<file path="src/rtl/glb_router_injector_if.sv">
// Bundle between a GLB bank, the injector and the router source port.
// The master side is the GLB/router environment; the slave side is the injector.
interface glb_router_injector_if #(
   parameter int DATA_WIDTH = 16,
   parameter int FIFO_DEPTH = 8,
   parameter int LEN_WIDTH  = 8
);
   localparam int CW = $clog2(FIFO_DEPTH) + 1;

   logic                  cfg_valid_i;
   logic [3:0]            cfg_mode_i;
   logic [LEN_WIDTH-1:0]  cfg_len_i;
   logic                  cfg_ready_o;
   logic [DATA_WIDTH-1:0] data_i;
   logic                  data_valid_i;
   logic                  data_ready_o;
   logic                  stall_i;
   logic [3:0]            router_mode_o;
   logic [DATA_WIDTH-1:0] data_o;
   logic                  enable_o;
   logic                  busy_o;
   logic [CW-1:0]         fifo_count_o;

   modport master (
      output cfg_valid_i, cfg_mode_i, cfg_len_i, data_i, data_valid_i, stall_i,
      input  cfg_ready_o, data_ready_o, router_mode_o, data_o, enable_o, busy_o,
             fifo_count_o
   );

   modport slave (
      input  cfg_valid_i, cfg_mode_i, cfg_len_i, data_i, data_valid_i, stall_i,
      output cfg_ready_o, data_ready_o, router_mode_o, data_o, enable_o, busy_o,
             fifo_count_o
   );
endinterface

</file>
<file path="src/rtl/glb_router_injector.sv">
// GLB-to-router injection stage: word FIFO plus a burst FSM that holds the
// router mode stable for a whole burst and emits one registered word per pop.
module glb_router_injector #(
   parameter int DATA_WIDTH = 16,
   parameter int FIFO_DEPTH = 8,
   parameter int LEN_WIDTH  = 8
) (
   input logic                clk,
   input logic                reset,
   glb_router_injector_if.slave bus
);
   localparam int AW = $clog2(FIFO_DEPTH);
   localparam int CW = AW + 1;
   localparam logic [CW-1:0] CNT_ONE  = CW'(1);
   localparam logic [CW-1:0] CNT_FULL = CW'(FIFO_DEPTH);

   typedef enum logic [1:0] {IDLE, SETUP, SEND} state_t;

   state_t                state, state_nxt;
   logic [DATA_WIDTH-1:0] mem [FIFO_DEPTH];
   logic [AW-1:0]         wr_ptr, rd_ptr;
   logic [CW-1:0]         count;
   logic [LEN_WIDTH-1:0]  words_left;
   logic                  push, pop, cfg_start, last_pop;

   // Full blocks pushes even when a pop happens in the same cycle.
   assign push      = bus.data_valid_i && (count != CNT_FULL);
   assign pop       = (state == SEND) && (count != '0) && !bus.stall_i;
   assign cfg_start = bus.cfg_valid_i && (state == IDLE) && (bus.cfg_len_i != '0);
   assign last_pop  = pop && (words_left == LEN_WIDTH'(1));

   assign bus.data_ready_o = (count != CNT_FULL);
   assign bus.fifo_count_o = count;

   // NOTE: sequential state uses <= so every register samples pre-edge values.
   always_ff @(posedge clk) begin
      if (reset) state <= IDLE;
      else       state <= state_nxt;
   end

   // NOTE: defaults first so no path through the case leaves a latch behind.
   always_comb begin
      state_nxt = state;
      case (state)
         IDLE:    if (cfg_start) state_nxt = SETUP;
         SETUP:   state_nxt = SEND;
         SEND:    if (last_pop) state_nxt = IDLE;
         default: state_nxt = IDLE;
      endcase
   end

   always_comb begin
      bus.cfg_ready_o = (state == IDLE);
      bus.busy_o      = (state != IDLE);
   end

   always_ff @(posedge clk) begin
      if (reset) begin
         wr_ptr <= '0;
         rd_ptr <= '0;
         count  <= '0;
      end else begin
         if (push) wr_ptr <= wr_ptr + AW'(1);
         if (pop)  rd_ptr <= rd_ptr + AW'(1);
         case ({push, pop})
            2'b10:   count <= count + CNT_ONE;
            2'b01:   count <= count - CNT_ONE;
            default: count <= count;
         endcase
      end
   end

   // NOTE: storage is not reset; count alone decides which entries are valid.
   always_ff @(posedge clk) begin
      if (push) mem[wr_ptr] <= bus.data_i;
   end

   always_ff @(posedge clk) begin
      if (reset) begin
         bus.router_mode_o <= '0;
         bus.data_o        <= '0;
         bus.enable_o      <= 1'b0;
         words_left        <= '0;
      end else begin
         bus.enable_o <= pop;
         if (pop) bus.data_o <= mem[rd_ptr];
         if (cfg_start) begin
            bus.router_mode_o <= bus.cfg_mode_i;
            words_left        <= bus.cfg_len_i;
         end else if (pop) begin
            words_left <= words_left - LEN_WIDTH'(1);
         end
      end
   end
endmodule

</file>
<file path="src/flat_wrapper.sv">
// flat-port wrapper written by rule: the top's interface ports become plain ports
module glb_router_injector_flat 
#(
   parameter int DATA_WIDTH = 16,
   parameter int FIFO_DEPTH = 8,
   parameter int LEN_WIDTH  = 8
)
  (clk, reset, bus_cfg_valid_i, bus_cfg_mode_i, bus_cfg_len_i, bus_data_i, bus_data_valid_i, bus_stall_i, bus_cfg_ready_o, bus_data_ready_o, bus_router_mode_o, bus_data_o, bus_enable_o, bus_busy_o, bus_fifo_count_o);
  glb_router_injector_if #(.DATA_WIDTH(DATA_WIDTH), .FIFO_DEPTH(FIFO_DEPTH), .LEN_WIDTH(LEN_WIDTH)) bus_i ();
  input logic clk;
  input logic reset;
  input wire logic [$bits(bus_i.cfg_valid_i)-1:0] bus_cfg_valid_i;
  input wire logic [$bits(bus_i.cfg_mode_i)-1:0] bus_cfg_mode_i;
  input wire logic [$bits(bus_i.cfg_len_i)-1:0] bus_cfg_len_i;
  input wire logic [$bits(bus_i.data_i)-1:0] bus_data_i;
  input wire logic [$bits(bus_i.data_valid_i)-1:0] bus_data_valid_i;
  input wire logic [$bits(bus_i.stall_i)-1:0] bus_stall_i;
  output wire logic [$bits(bus_i.cfg_ready_o)-1:0] bus_cfg_ready_o;
  output wire logic [$bits(bus_i.data_ready_o)-1:0] bus_data_ready_o;
  output wire logic [$bits(bus_i.router_mode_o)-1:0] bus_router_mode_o;
  output wire logic [$bits(bus_i.data_o)-1:0] bus_data_o;
  output wire logic [$bits(bus_i.enable_o)-1:0] bus_enable_o;
  output wire logic [$bits(bus_i.busy_o)-1:0] bus_busy_o;
  output wire logic [$bits(bus_i.fifo_count_o)-1:0] bus_fifo_count_o;
  assign bus_i.cfg_valid_i = bus_cfg_valid_i;
  assign bus_i.cfg_mode_i = bus_cfg_mode_i;
  assign bus_i.cfg_len_i = bus_cfg_len_i;
  assign bus_i.data_i = bus_data_i;
  assign bus_i.data_valid_i = bus_data_valid_i;
  assign bus_i.stall_i = bus_stall_i;
  assign bus_cfg_ready_o = bus_i.cfg_ready_o;
  assign bus_data_ready_o = bus_i.data_ready_o;
  assign bus_router_mode_o = bus_i.router_mode_o;
  assign bus_data_o = bus_i.data_o;
  assign bus_enable_o = bus_i.enable_o;
  assign bus_busy_o = bus_i.busy_o;
  assign bus_fifo_count_o = bus_i.fifo_count_o;
  glb_router_injector #(.DATA_WIDTH(DATA_WIDTH), .FIFO_DEPTH(FIFO_DEPTH), .LEN_WIDTH(LEN_WIDTH)) u_core (.clk(clk), .reset(reset), .bus(bus_i));
endmodule
</file>
<file path="config.mk">
export PLATFORM = sky130hd
export DESIGN_NAME = glb_router_injector_flat
export DESIGN_NICKNAME = d
export VERILOG_FILES = /design/src/rtl/glb_router_injector_if.sv /design/src/rtl/glb_router_injector.sv /design/src/flat_wrapper.sv
export SDC_FILE = /design/constraint.sdc
export NUM_CORES = 1
export LEC_CHECK = 0
export BUFFER_PORTS_ARGS = -buffer_cell sky130_fd_sc_hd__buf_2
export CAP_MARGIN = 5
export CORE_ASPECT_RATIO = 1.1
export CORE_MARGIN = 3
export CORE_UTILIZATION = 47
export DETAILED_ROUTE_END_ITERATION = 10
export HOLD_SLACK_MARGIN = 0.05
export MAX_ROUTING_LAYER = met4
export PLACE_DENSITY = 0.77
export SYNTH_ARGS = -nofsm -noshare
export SYNTH_HDL_FRONTEND = slang
export SYNTH_SLANG_ARGS = --single-unit
</file>
<file path="constraint.sdc">
create_clock -name clk -period 2.7 [get_ports clk]
set_input_delay 0.27 -clock clk [delete_from_list [all_inputs] [get_ports clk]]
set_output_delay 0.27 -clock clk [all_outputs]
set_load 0.02 [all_outputs]
</file>
==> results.toml, run 1 <==
[route]
drc_errors = 0
detailedRoute.firstPassIterationCount = 5
drt-vias-per-instance = 5.74
detailroute.via_count = 3866
drt-wirelength-per-cell_um = 20.4
detail-route-antenna-nets = 0
drt_iter0_drc = 407
finalWirelength_um = 13700

[pwr]
power.density_nw_per_um2 = 772
vdd.ir_drop.worst_mv = 0.500
leakage_nw = 2.72

[yosys]
combinational_family_with_the_most_area_after_synthesis = "multiplexers"
post_synth.cell_area_avg_um2 = 16.6
synth_seq_cells = 169
ys_seq_area_share_pct = 70.9
post_synth_xor_area_fraction_pct = 1.07
share_of_the_synthesized_area_in_the_top_cell_type_pct = 58.4
synth.most_common_cell = "sky130_fd_sc_hd__edfxtp_1"
post_synthesis_simple_gate_area_fraction_pct = 8.39
post_synth_instance_area_um2 = 6580
synth_fa_ha_area_share_pct = 1.33
count_of_flip_flops_with_a_built_in_enable_after_synthesis = 128
post_synth_inst_count = 397
synth_cell_types = 51
yosysTopAreaCell = "sky130_fd_sc_hd__edfxtp_1"
synth_compound_area_share_pct = 4.79
synth_async_sr_flop_share_pct = 0
multiplexer_fraction_of_the_synthesized_cell_area_pct = 11.3
synth_top_cells_by_count = "sky130_fd_sc_hd__edfxtp_1 (128), sky130_fd_sc_hd__dfxtp_1 (41), sky130_fd_sc_hd__mux4_2 (32), sky130_fd_sc_hd__nor2_1 (32), sky130_fd_sc_hd__nor3_1 (20)"
yosys-top-cells-area = "sky130_fd_sc_hd__edfxtp_1 (58%), sky130_fd_sc_hd__dfxtp_1 (12%), sky130_fd_sc_hd__mux4_2 (11%)"
syn-num-nets = 437
synth_top_flop_cell = "sky130_fd_sc_hd__edfxtp_1"
yosysWarnings = 0

[critical_path]
critical_path.max_stage_delay_ps = 610
worst_r2r_path_depth = 10
critPathCaptureType = "flop"
worst-endpoint-arrival_ps = 2920
worst-setup-path-type = "flop to flop"
crit_required_ps = 3050
critical_path.max_fanout = 13
timing.critical_path.slowest_stage_cell = "sky130_fd_sc_hd__or4_4"
reg2reg_from = "u_core.bus.fifo_count_o[2]"
crit_path_start_kind = "flop"
crit_chain = "or4_4 > nand2_8 > inv_2 > ha_2 > xor2_1 > ha_1 > a21oi_1 > xor2_1 > or3_1 > a21oi_1"
cp-startpoint = "u_core.bus.fifo_count_o[2]"

[clock_network]
cts_setup_buffers = 0
cts_tree = "done"
root_buffer = "sky130_fd_sc_hd__clkbuf_16"
total_cts_buffers = 17
clock_transition_at_path_regs_ps = 60
holdBufCountCts = 0
insertion_delay_ps = 420
cts_buffer_depth = 2
clock-sinks = 169
cts.repair.resized = 0
h_tree_lvls = 4

[global_routing]
grt_first_pass_wirelength_um = 21700
vias_in_the_first_global_route = 3859
globalRouteOverflowTotal = 0
antenna_found_initial = 2
grt_max_degree = 27
track_usage_pct = 19.2

[die]
core_footprint_um2 = 13400
fp.dieArea_um2 = 15500
rows = 44
die_width_um = 119
initial_core_utilization_pct = 49.0
io_pins = 61
die_height_um = 130

[sta]
setup_slack_ps = 123
grt_setup_unrepaired = "false"
worst-slew-pin-transition_ps = 581
max_freq_mhz = 388
max-slew-margin-rel_pct = 61.0
setup_viol = 0
clock-skew-final_ps = 7.73
slew_violations = 0
post-route-min-period_ps = 2580
timing_hold_violations_final = 0
layout_worst_path_cycle_share_pct = 95.4
totalNegativeSetupSlack_ps = 0

[run_status]
status = "complete, no violations"

[job]
cap_viol_max_count = 0

[hold_path]
hold_path_startpoint = "bus_cfg_mode_i[1]"
hp-class = "primary input to flop"
worst_hold_path.num_cells = 3

[placed_design]
place.port_buffers = 60
final_replace_weighted_congestion = 0.837
place_hpwl_um = 8130
placement.setup.worst_slack_ps = 156

[layout]
design.final.nets = 514
drive_gt1_share_pct = 33.1
layout.core_utilization_pct = 58.7
growth_of_design_area_from_synthesis_to_finish_pct = 19.8
## per-layer routing
metal	share of wire, %	up-vias	track usage [%]	wire length [µm]
met5	0	-	-	0
met2	51	160	31.0	6960
met1	42	1971	24.2	5750
met4	1.7	0	8.18	238
li1	-	1716	-	-
met3	5.5	19	3.64	759
## cell type report
type / count / area (µm²)
Antenna cell: 2 / 5.00
Tap cell: 184 / 230
Inverter: 6 / 22.5
Multi-Input combinational cell: 201 / 1810
Sequential cell: 169 / 4670
Clock buffer: 17 / 425
Clock inverter: 15 / 268
Timing Repair Buffer: 79 / 455
Fill cell: 1006 / 5550
## per-stage QoR
stage          hold WS (ps)  cell area [µm²]  instances  total power (W)
2_1_floorplan           369             6590        397          0.00319
3_3_place_gp            440             7180        639          0.00330
3_5_place_dp            451             7180        639          0.00332
4_1_cts                78.2             7870        671          0.00611
5_1_grt                88.0             7880        673          0.00626
6_report               97.8             7880        673          0.00608
## critical path, delay by kind of cell, from the launching register on
family / cells / cell delay, ps
adder cells (fa/ha/maj): 2 / 430
AO/OA/AOI/OAI: 2 / 280
AND/OR/NAND/NOR: 3 / 1050
XOR/XNOR: 2 / 260
buffers and inverters: 1 / 130
flip-flops: 1 / 370
## flip-flops by register name, indices dropped and copies added, names as in the netlist
signal / cells
u_core.bus.fifo_count_o: 4
u_core.bus.data_o: 16
u_core.wr_ptr: 3
u_core.state: 2
u_core.words_left: 8
u_core.bus.enable_o: 1
u_core.bus.router_mode_o: 4
u_core.mem: 128
u_core.rd_ptr: 3
## worst paths after layout
check / slack [ps] / to
worst min register to register: 460 / u_core.bus.router_mode_o[1]
worst max register to register: 120 / u_core.bus.fifo_count_o[2]
worst max-delay path: 120 / u_core.bus.fifo_count_o[2]
worst min-delay path: 100 / u_core.bus.router_mode_o[1]
## power by group
| part | leakage [nW] | internal [W] | total, W | switching [W] |
|---|---|---|---|---|
| clock network | 0.338 | 0.00183 | 0.00281 | 0.000978 |
| registers | 1.50 | 0.00287 | 0.00292 | 0.0000434 |
| logic | 0.881 | 0.000140 | 0.000352 | 0.000213 |
| total | 2.72 | 0.00484 | 0.00608 | 0.00123 |
## cell usage in the layout, fill, tap and decap left out, types with 3 or more instances in the layout
| cell type | netlist | final |
|---|---|---|
| sky130_fd_sc_hd__edfxtp_1 | 128 | 128 |
| sky130_fd_sc_hd__buf_2 | 6 | 60 |
| sky130_fd_sc_hd__dfxtp_1 | 41 | 40 |
| sky130_fd_sc_hd__nor2_1 | 32 | 32 |
| sky130_fd_sc_hd__mux4_2 | 32 | 32 |
| sky130_fd_sc_hd__buf_4 | 0 | 18 |
| sky130_fd_sc_hd__nand2_1 | 18 | 17 |
| sky130_fd_sc_hd__o22ai_1 | 17 | 17 |
| sky130_fd_sc_hd__clkbuf_16 | 0 | 17 |
| sky130_fd_sc_hd__nor3_1 | 20 | 16 |
| sky130_fd_sc_hd__a21oi_1 | 12 | 12 |
| sky130_fd_sc_hd__nand3_1 | 8 | 8 |
| sky130_fd_sc_hd__bufinv_16 | 0 | 7 |
| sky130_fd_sc_hd__xor2_1 | 6 | 6 |
| sky130_fd_sc_hd__ha_1 | 7 | 6 |
| sky130_fd_sc_hd__inv_1 | 5 | 5 |
| sky130_fd_sc_hd__nor3_2 | 1 | 5 |
| sky130_fd_sc_hd__a31oi_1 | 4 | 4 |
| sky130_fd_sc_hd__nand2b_1 | 3 | 3 |
| sky130_fd_sc_hd__o21ai_0 | 3 | 3 |
| sky130_fd_sc_hd__clkinv_2 | 0 | 3 |
| sky130_fd_sc_hd__inv_6 | 0 | 3 |
## kinds of logic after synthesis
family | Yosys count
DFF | 169
and+or+nand+nor | 103
AOI/OAI and AO/OA | 49
muxes | 34
buffers and inverters | 27
xor gates and xnor gates | 8
adders and majority gates | 7
(Power assumes the default switching activity.)
==> inputs of run 2 (changes only) <==
--- a/config.mk
+++ b/config.mk
@@ -7,13 +7,16 @@
 export LEC_CHECK = 0
 export BUFFER_PORTS_ARGS = -buffer_cell sky130_fd_sc_hd__buf_2
 export CAP_MARGIN = 5
+export CELL_PAD_IN_SITES_DETAIL_PLACEMENT = 1
+export CELL_PAD_IN_SITES_GLOBAL_PLACEMENT = 1
 export CORE_ASPECT_RATIO = 1.1
 export CORE_MARGIN = 3
-export CORE_UTILIZATION = 47
+export CORE_UTILIZATION = 45
 export DETAILED_ROUTE_END_ITERATION = 10
 export HOLD_SLACK_MARGIN = 0.05
 export MAX_ROUTING_LAYER = met4
-export PLACE_DENSITY = 0.77
+export PLACE_DENSITY = 0.84
+export SLEW_MARGIN = 25
 export SYNTH_ARGS = -nofsm -noshare
 export SYNTH_HDL_FRONTEND = slang
 export SYNTH_SLANG_ARGS = --single-unit
==> results.toml, run 2 (synthesized netlist as in run 1, its figures left out) <==
[global_routing]
vias_in_the_first_global_route = 4274
globalRouteOverflowTotal = 0
antenna_found_initial = 0
grt_max_degree = 27
grt_first_pass_wirelength_um = 23700
track_usage_pct = 20.5

[die]
rows = 45
core_footprint_um2 = 14100
die_height_um = 133
initial_core_utilization_pct = 46.7
io_pins = 61
die_width_um = 121
fp.dieArea_um2 = 16100

[route]
finalWirelength_um = 15000
drc_errors = 0
drt-wirelength-per-cell_um = 22.4
detail-route-antenna-nets = 0
drt-vias-per-instance = 5.64
drt_iter0_drc = 206
detailroute.via_count = 3793
detailedRoute.firstPassIterationCount = 4

[pwr]
power.switching_fraction_pct = 22.4
power.switching_w = 0.00127
part_of_the_power_in_the_clock_network_pct = 42.3
p_int_w = 0.00441
combPwrFrac_pct = 6.2
vdd.ir_drop.worst_mv = 0.450
leakage_nw = 2.65
seqPwrFrac_pct = 51.5
power.density_nw_per_um2 = 732

[job]
cap_viol_max_count = 0

[layout]
drive_gt1_share_pct = 32.6
layout_commonest_cell = "sky130_fd_sc_hd__edfxtp_1"
growth_of_design_area_from_synthesis_to_finish_pct = 18.1
registers.top_by_ff_count = "u_core.mem"
largest_reg_flops = 128
largestRegisters = "u_core.mem: 128 flops, u_core.bus.data_o: 16 flops, u_core.words_left: 8 flops"
number_of_antenna_repair_diodes = 0
layout_fillers = 1352
design.final.nets = 511
mostFrequentLayoutCells = "sky130_fd_sc_hd__edfxtp_1 (128), sky130_fd_sc_hd__buf_2 (60), sky130_fd_sc_hd__dfxtp_1 (39)"

[critical_path]
worst-endpoint-arrival_ps = 2920
crit_path_start_kind = "flop"
crit_required_ps = 3060
critical_path.max_fanout = 10
critPathCaptureType = "flop"
worst-setup-path-type = "flop to flop"

[sta]
final.hold.worst_slack_ps = 86.7
timing_hold_violations_final = 0
layout_worst_path_cycle_share_pct = 95.1
worst-slew-pin-transition_ps = 617
setup_viol = 0
grt_setup_unrepaired = "false"
setup_slack_ps = 134
max_freq_mhz = 390
clock-skew-final_ps = 9.27
max-slew-margin-rel_pct = 58.8
slew_violations = 0
post-route-min-period_ps = 2570

[clock_network]
h_tree_lvls = 4
cts_setup_buffers = 0
cts_tree = "done"
root_buffer = "sky130_fd_sc_hd__clkbuf_16"
insertion_delay_ps = 430
clock-sinks = 169
cts_buffer_depth = 2
total_cts_buffers = 17
clock_transition_at_path_regs_ps = 60

[placed_design]
final_replace_weighted_congestion = 0.771
placement.setup.worst_slack_ps = 145
place.port_buffers = 60
place_hpwl_um = 9380

[run_status]
status = "complete, no violations"

[hold_path]
hp-class = "primary input to flop"
==> run 2: final cells by class <==
type                       count  area, µm²  share of cell area, %
multi-input combinational    201       1810                   23.3
tap                          188        235                   3.03
sequential                   169       4670                   60.1
timing repair buffer          76        445                   5.73
clock inverter                13        144                   1.85
clock buffer                  19        443                   5.70
inverter                       6       22.5                  0.290
==> run 2: path summary, 6_finish.rpt <==
check | from | to | slack [ps] | cells after the start
worst max-delay path | u_core.bus.fifo_count_o[0] | u_core.bus.fifo_count_o[2] | 130 | 10
worst min-delay path | bus_cfg_mode_i[3] | u_core.bus.router_mode_o[3] | 90 | 3
worst max register to register | u_core.bus.fifo_count_o[0] | u_core.bus.fifo_count_o[2] | 130 | 10
worst min register to register | u_core.bus.router_mode_o[3] | u_core.bus.router_mode_o[3] | 460 | 2
==> run 2: worst max-delay path, stage by stage (launching register included) <==
cell and delay (ps):
sky130_fd_sc_hd__dfxtp_1 380, sky130_fd_sc_hd__or4_4 600, sky130_fd_sc_hd__nand2_8 110, sky130_fd_sc_hd__inv_2 110, sky130_fd_sc_hd__ha_2 250, sky130_fd_sc_hd__xor2_1 150
sky130_fd_sc_hd__ha_1 180, sky130_fd_sc_hd__a21oi_1 160, sky130_fd_sc_hd__xor2_1 100, sky130_fd_sc_hd__or3_1 310, sky130_fd_sc_hd__a21oi_1 140
==> run 2: through the flow <==
step           util (%)  instance area (µm²)  total power [W]  instances  setup TNS (ps)
2_1_floorplan         -                 6590          0.00319        397           -4730
3_3_place_gp       51.0                 7180          0.00330        640               0
3_5_place_dp       51.0                 7180          0.00333        640               0
4_1_cts            55.1                 7760          0.00572        672               0
5_1_grt            55.2                 7770          0.00586        672               0
6_report           55.2                 7770          0.00568        672               0
==> run 2: per-layer routing <==
layer | vias up | track usage (%) | wire [µm]
li1 | 1708 | - | -
met1 | 1946 | 23.8 | 5860
met2 | 122 | 35.0 | 8130
met3 | 17 | 3.85 | 791
met4 | 0 | 8.66 | 255
met5 | - | - | 0
==> run 2: what timing repair did <==
| action | 4_1_cts | 5_1_grt |
|---|---|---|
| hold buffers | 0 | 0 |
| resized for setup | 0 | 2 |
| endpoints found under the setup margin | 0 | 2 |
==> run 2: power groups by stage <==
stage,sequential [W],combinational (W),clock (W)
after detailed placement,0.00298,0.000353,0
after global placement,0.00297,0.000333,0
after CTS,0.00292,0.000356,0.00244
after floorplan,0.00298,0.000208,0
final,0.00293,0.000352,0.00241
after global routing,0.00293,0.000388,0.00254
